## src/rtl/lab5_cnt_ctrl.sv

```systemverilog
// lab5_cnt_ctrl: 3-bit up/down index generator for the birth-digit decoder.
// Synchronises and debounces raw buttons, runs a run/stop FSM and a time-base divider.
//
// Ports:
//   clk      - system clock, rising edge
//   rst      - asynchronous active-low reset
//   btn_run  - raw run/stop button (active-high, bouncy, asynchronous)
//   btn_step - raw single-step button (active-high, bouncy, asynchronous)
//   sw_dir   - raw direction switch, 1 = up, 0 = down
//   cnt      - current index 0..7
//   running  - high while in RUN
//   tick     - one-cycle pulse in the cycle cnt first shows a new value
module lab5_cnt_ctrl #(
    parameter int DIV_MAX   = 49_999_999,
    parameter int DB_CYCLES = 1_000_000
) (
    input  logic       clk,
    input  logic       rst,
    input  logic       btn_run,
    input  logic       btn_step,
    input  logic       sw_dir,
    output logic [2:0] cnt,
    output logic       running,
    output logic       tick
);

    localparam int DIV_W = (DIV_MAX > 0) ? $clog2(DIV_MAX + 1) : 1;
    localparam int DB_W  = $clog2(DB_CYCLES + 1);

    localparam logic [DIV_W-1:0] DIV_LAST = DIV_W'(DIV_MAX);
    localparam logic [DB_W-1:0]  DB_LAST  = DB_W'(DB_CYCLES - 1);

    localparam logic [0:0] S_IDLE = 1'b0;
    localparam logic [0:0] S_RUN  = 1'b1;

    // bit 0 = run, bit 1 = step, bit 2 = dir
    logic [2:0] sync1;
    logic [2:0] sync2;

    always_ff @(posedge clk or negedge rst) begin
        if (!rst) begin
            sync1 <= '0;
            sync2 <= '0;
        end else begin
            sync1 <= {sw_dir, btn_step, btn_run};
            sync2 <= sync1;
        end
    end

    // Debounce: db follows sync only after DB_CYCLES consecutive
    // disagreeing cycles; any agreeing cycle restarts the count.
    logic [1:0]      db;
    logic [1:0]      db_prev;
    logic [1:0]      press;
    logic [DB_W-1:0] db_cnt [2];

    always_ff @(posedge clk or negedge rst) begin
        if (!rst) begin
            db      <= '0;
            db_prev <= '0;
            press   <= '0;
            for (int i = 0; i < 2; i++) begin
                db_cnt[i] <= '0;
            end
        end else begin
            db_prev <= db;
            press   <= db & ~db_prev;
            for (int i = 0; i < 2; i++) begin
                if (sync2[i] == db[i]) begin
                    db_cnt[i] <= '0;
                end else if (db_cnt[i] == DB_LAST) begin
                    db[i]     <= sync2[i];
                    db_cnt[i] <= '0;
                end else begin
                    db_cnt[i] <= db_cnt[i] + DB_W'(1);
                end
            end
        end
    end

    logic run_p;
    logic step_p;
    logic dir;

    assign run_p  = press[0];
    assign step_p = press[1];
    assign dir    = sync2[2];

    logic [0:0]       state;
    logic [0:0]       state_nxt;
    logic [DIV_W-1:0] div;
    logic [DIV_W-1:0] div_nxt;
    logic             adv;
    logic             div_hit;

    assign div_hit = (div == DIV_LAST);

    // A run press in IDLE swallows a simultaneous step press.
    // A run press on the divider's terminal cycle still lets that
    // advance happen before stopping.
    always_comb begin
        state_nxt = state;
        div_nxt   = div;
        adv       = 1'b0;
        unique case (state)
            S_IDLE: begin
                div_nxt = '0;
                if (run_p) begin
                    state_nxt = S_RUN;
                end else if (step_p) begin
                    adv = 1'b1;
                end
            end
            S_RUN: begin
                if (div_hit) begin
                    div_nxt = '0;
                    adv     = 1'b1;
                end else begin
                    div_nxt = div + DIV_W'(1);
                end
                if (run_p) begin
                    state_nxt = S_IDLE;
                    div_nxt   = '0;
                end
            end
        endcase
    end

    always_ff @(posedge clk or negedge rst) begin
        if (!rst) begin
            state   <= S_IDLE;
            running <= 1'b0;
            div     <= '0;
            cnt     <= '0;
            tick    <= 1'b0;
        end else begin
            state   <= state_nxt;
            running <= (state_nxt == S_RUN);
            div     <= div_nxt;
            tick    <= adv;
            if (adv) begin
                cnt <= dir ? cnt + 3'd1 : cnt - 3'd1;
            end
        end
    end

endmodule

```

## config.mk

```make
export PLATFORM = sky130hd
export DESIGN_NAME = lab5_cnt_ctrl
export DESIGN_NICKNAME = d
export VERILOG_FILES = /design/src/rtl/lab5_cnt_ctrl.sv
export SDC_FILE = /design/constraint.sdc
export NUM_CORES = 1
export LEC_CHECK = 0
export ABC_AREA = 1
export BUFFER_PORTS_ARGS = -buffer_cell sky130_fd_sc_hd__clkbuf_2
export CAP_MARGIN = 20
export CORE_MARGIN = 2
export CORE_UTILIZATION = 55
export CTS_CLUSTER_SIZE = 20
export DETAILED_ROUTE_END_ITERATION = 10
export PLACE_DENSITY = 0.68
export REMOVE_ABC_BUFFERS = 1
export SYNTH_ARGS = -nofsm -noshare
export SYNTH_HDL_FRONTEND = slang
export SYNTH_SLANG_ARGS = --single-unit
```

## constraint.sdc

```tcl
create_clock -name clk -period 1.8 [get_ports clk]
set_clock_uncertainty 0.15 [all_clocks]
set_input_delay 0.18 -clock clk [delete_from_list [all_inputs] [get_ports clk]]
set_output_delay 0.18 -clock clk [all_outputs]
set_load 0.005 [all_outputs]
```

==> run_results.csv <==
group,metric,value,unit
outcome,status,"finished, final reports clean",
sta,fin_crit,1.687,ns
placement,dp_cells,683,
power_and_ir_drop,p_per_area,689.7,mW/mm2
worst_setup_path,crit_required,1.90,ns
placement,port_buffers,9,
floorplanning,die_w,93.03,um
layout,finalNonFillerCells,705,
detailed_routing,antenna_left,0,
cts,cts_tree,"done",
worst_setup_path,cp_max_fo,11,
power_and_ir_drop,leakage,2.105,nW
layout,areaGrowthSynthToFinish,13.43,%
cts,clk_latency,0.36,ns
grt,grt_usage,22.79,%
worst_setup_path,start_kind,"register",
detailed_routing,drt_iter0_drc,200,
sta,max_freq,592.7,MHz
layout,multi_input_area,0.002091,mm2
power_and_ir_drop,ir_drop,0.5153,mV
grt,grt_overflow_total,0,
job,drv_cap,0,
grt,grt_pass1_vias,3459,
detailed_routing,wirelength,8.993,mm
synthesis,yosysSeqAreaShare,47.65,%
floorplanning,core_area,0.007687,mm2
cts,cts.sinks,83,
layout,seq_area,0.002077,mm2
worst_setup_path,r2r-start,"div[0]",
min_path,hp-class,"primary input to async pin",
cts,clock_path_buffers,2,
power_and_ir_drop,p_total,3.410,mW
worst_setup_path,arrival,1.79,ns
sta,fin_tns_setup,0,ns
worst_setup_path,r2r-end,"div[10]",
worst_setup_path,worst_setup_path_end_kind,"register",
sta,hold_ws,0.1009,ns
sta,fin_crit_sh,93.73,%
detailed_routing,firstDrtPassIters,4,
synthesis,syn-mean-instance-area,7.757,um2
synthesis,yosysWarnings,0,
sta,finalHoldViolCount,0,
detailed_routing,post_drt_wl_per_cell,12.76,um
layout,fillers,695,
sta,setup_slack,0.1128,ns
cts,htree_levels,3,
sta,slew_violations,0,
synthesis,ys_ff_latch,83,
cts,cts_root_buf,"clkbuf_8",
sta,relSlewSlack,74.65,%
synthesis,synth_cell_types,25,
sta,setup_violations,0,
grt,antenna_found_initial,0,
placement,place_ws,0.01823,ns
floorplanning,pin_count,10,
floorplanning,initial_core_util,56.71,%
floorplanning,die-area,0.008654,mm2
detailed_routing,drc,0,
placement,place_hpwl,6.621,mm
worst_setup_path,reg2reg_slack,0.11,ns
grt,grt_pass1_wl,15.58,mm
cts,cts.clk_slew.worst_paths,0.10,ns
worst_setup_path,reg2reg_depth,9,
synthesis,syn_area,0.004359,mm2
grt,grt_start_max_net_pins,48,
worst_setup_path,critPathKind,"register to register",
floorplanning,die_y,93.03,um
layout,nets,607,
sta,tightestPinTransition,0.3789,ns
detailed_routing,viasPerCell,4.957,
layout,antenna_cells,0,
floorplanning,rows,32,
layout,drive_gt1_share,15.09,%
placement,globalplace.congestion,0.9047,
cts,numCtsBuffers,9,
detailed_routing,via_count,3495,
synthesis,syn_inst,562,
==> where the power goes <==
group,total [mW],switching [mW],internal [mW]
Sequential,1.89,0.0126,1.88
Combinational,0.110,0.0754,0.0348
Clock,1.41,0.744,0.663
Total,3.41,0.832,2.58
==> flip-flops by register name, indices dropped and copies added, names as in the netlist <==
register	flops
state	1
press	2
sync1	3
db	2
db_cnt	40
div	26
cnt	3
db_prev	2
tick	1
sync2	3
==> cells in the mapped netlist <==
master    number  area (um2)
nor2_1       137       514.2
nand3_1       31       155.2
inv_2          2       7.510
nor3_2         7       70.07
xor2_1        21       183.9
o21ai_0        3       15.01
nand2_2        8       50.05
nand3_2        2       20.02
nor2_2        24       150.1
dfrtp_1       83        2077
nor2_4         2       22.52
o21ai_1        1       5.000
inv_1         55       206.5
fa_1           1       20.02
nand3b_1       2       15.01
o21bai_1       2       15.01
a21oi_1        5       25.02
nand2_4        1       11.26
ha_1           3       37.54
nand2_1      135       506.7
nor3_1        16       80.08
xnor2_1       12       105.1
nand4_1        6       37.54
a31oi_1        1       6.260
buf_6          2       22.52
==> layout by cell type (no fill, tap or decap), drive strengths merged <==
cell,Yosys,routed
a21oi,5,5
a31oi,1,1
buf,2,15
bufinv,0,1
clkbuf,0,17
clkinv,0,1
clkinvlp,0,1
dfrtp,83,83
dlygate4sd3,0,4
fa,1,1
ha,3,3
inv,57,61
nand2,144,144
nand3,33,33
nand3b,2,2
nand4,6,6
nor2,163,163
nor3,23,23
o21ai,4,4
o21bai,2,2
xnor2,12,12
xor2,21,21
==> timing repair <==
item / 4_1_cts / 5_1_grt
setup buffers: 0 / 2
setup endpoints to repair: 1 / 42
endpoints found under the hold margin: 86 / 0
pin swaps: 0 / 2
hold buffers: 4 / 0
gates resized for setup: 1 / 9
==> critical path, cell delays in order, from the launching register on <==
cell and delay [ns]:
dfrtp_1 0.40, ha_1 0.18, nand2_1 0.08, inv_1 0.11, nand2_2 0.09, nor2_4 0.15, nand2_4 0.09, nand2_2 0.13
buf_12 0.16, nor3_2 0.04
==> worst max-delay path by stage <==
stage / slack [ns] / endpoint / from
after floorplan: 0.01 / div[11] / div[0]
after global placement: 0.07 / db_cnt[36] / db_cnt[20]
after detailed placement: 0.02 / db_cnt[14] / db_cnt[0]
after CTS: 0.02 / db_cnt[33] / db_cnt[20]
after global routing: -0.008 / db_cnt[38] / db_cnt[20]
final: 0.11 / div[10] / div[0]
==> routing by layer <==
layer  track usage (%)  wire, um  share of wire [%]
met5                 0         0                  0
met1             30.42      4277                 48
met3             4.996       319                3.5
met2             37.68      4293                 48
met4             6.495       102                1.1
==> stage by stage <==
stage          cell area (um2)  utilization, %
2_1_floorplan             4337               -
3_3_place_gp              4639           60.35
3_5_place_dp              4639           60.35
4_1_cts                   4890           63.61
5_1_grt                   4945           64.32
6_report                  4945           64.32
==> cell type report <==
| class | instances | area share (%) |
|---|---|---|
| multi-input cells | 420 | 42.28 |
| flip-flops and latches | 83 | 42.00 |
| repair buffers | 27 | 4.656 |
| inverters | 57 | 4.327 |
| well taps | 102 | 2.581 |
| clock buffers | 9 | 2.505 |
| clock inverters | 7 | 1.645 |
==> logic make-up after synthesis <==
logic type                 synth area share (%)
adders and majority gates                 1.320
and+or+nand+nor                           37.46
DFF                                       47.65
buffers and inverters                     5.425
AOI/OAI and AO/OA                         1.521
xor gates and xnor gates                  6.630
Power figures use the tool's default switching activity.
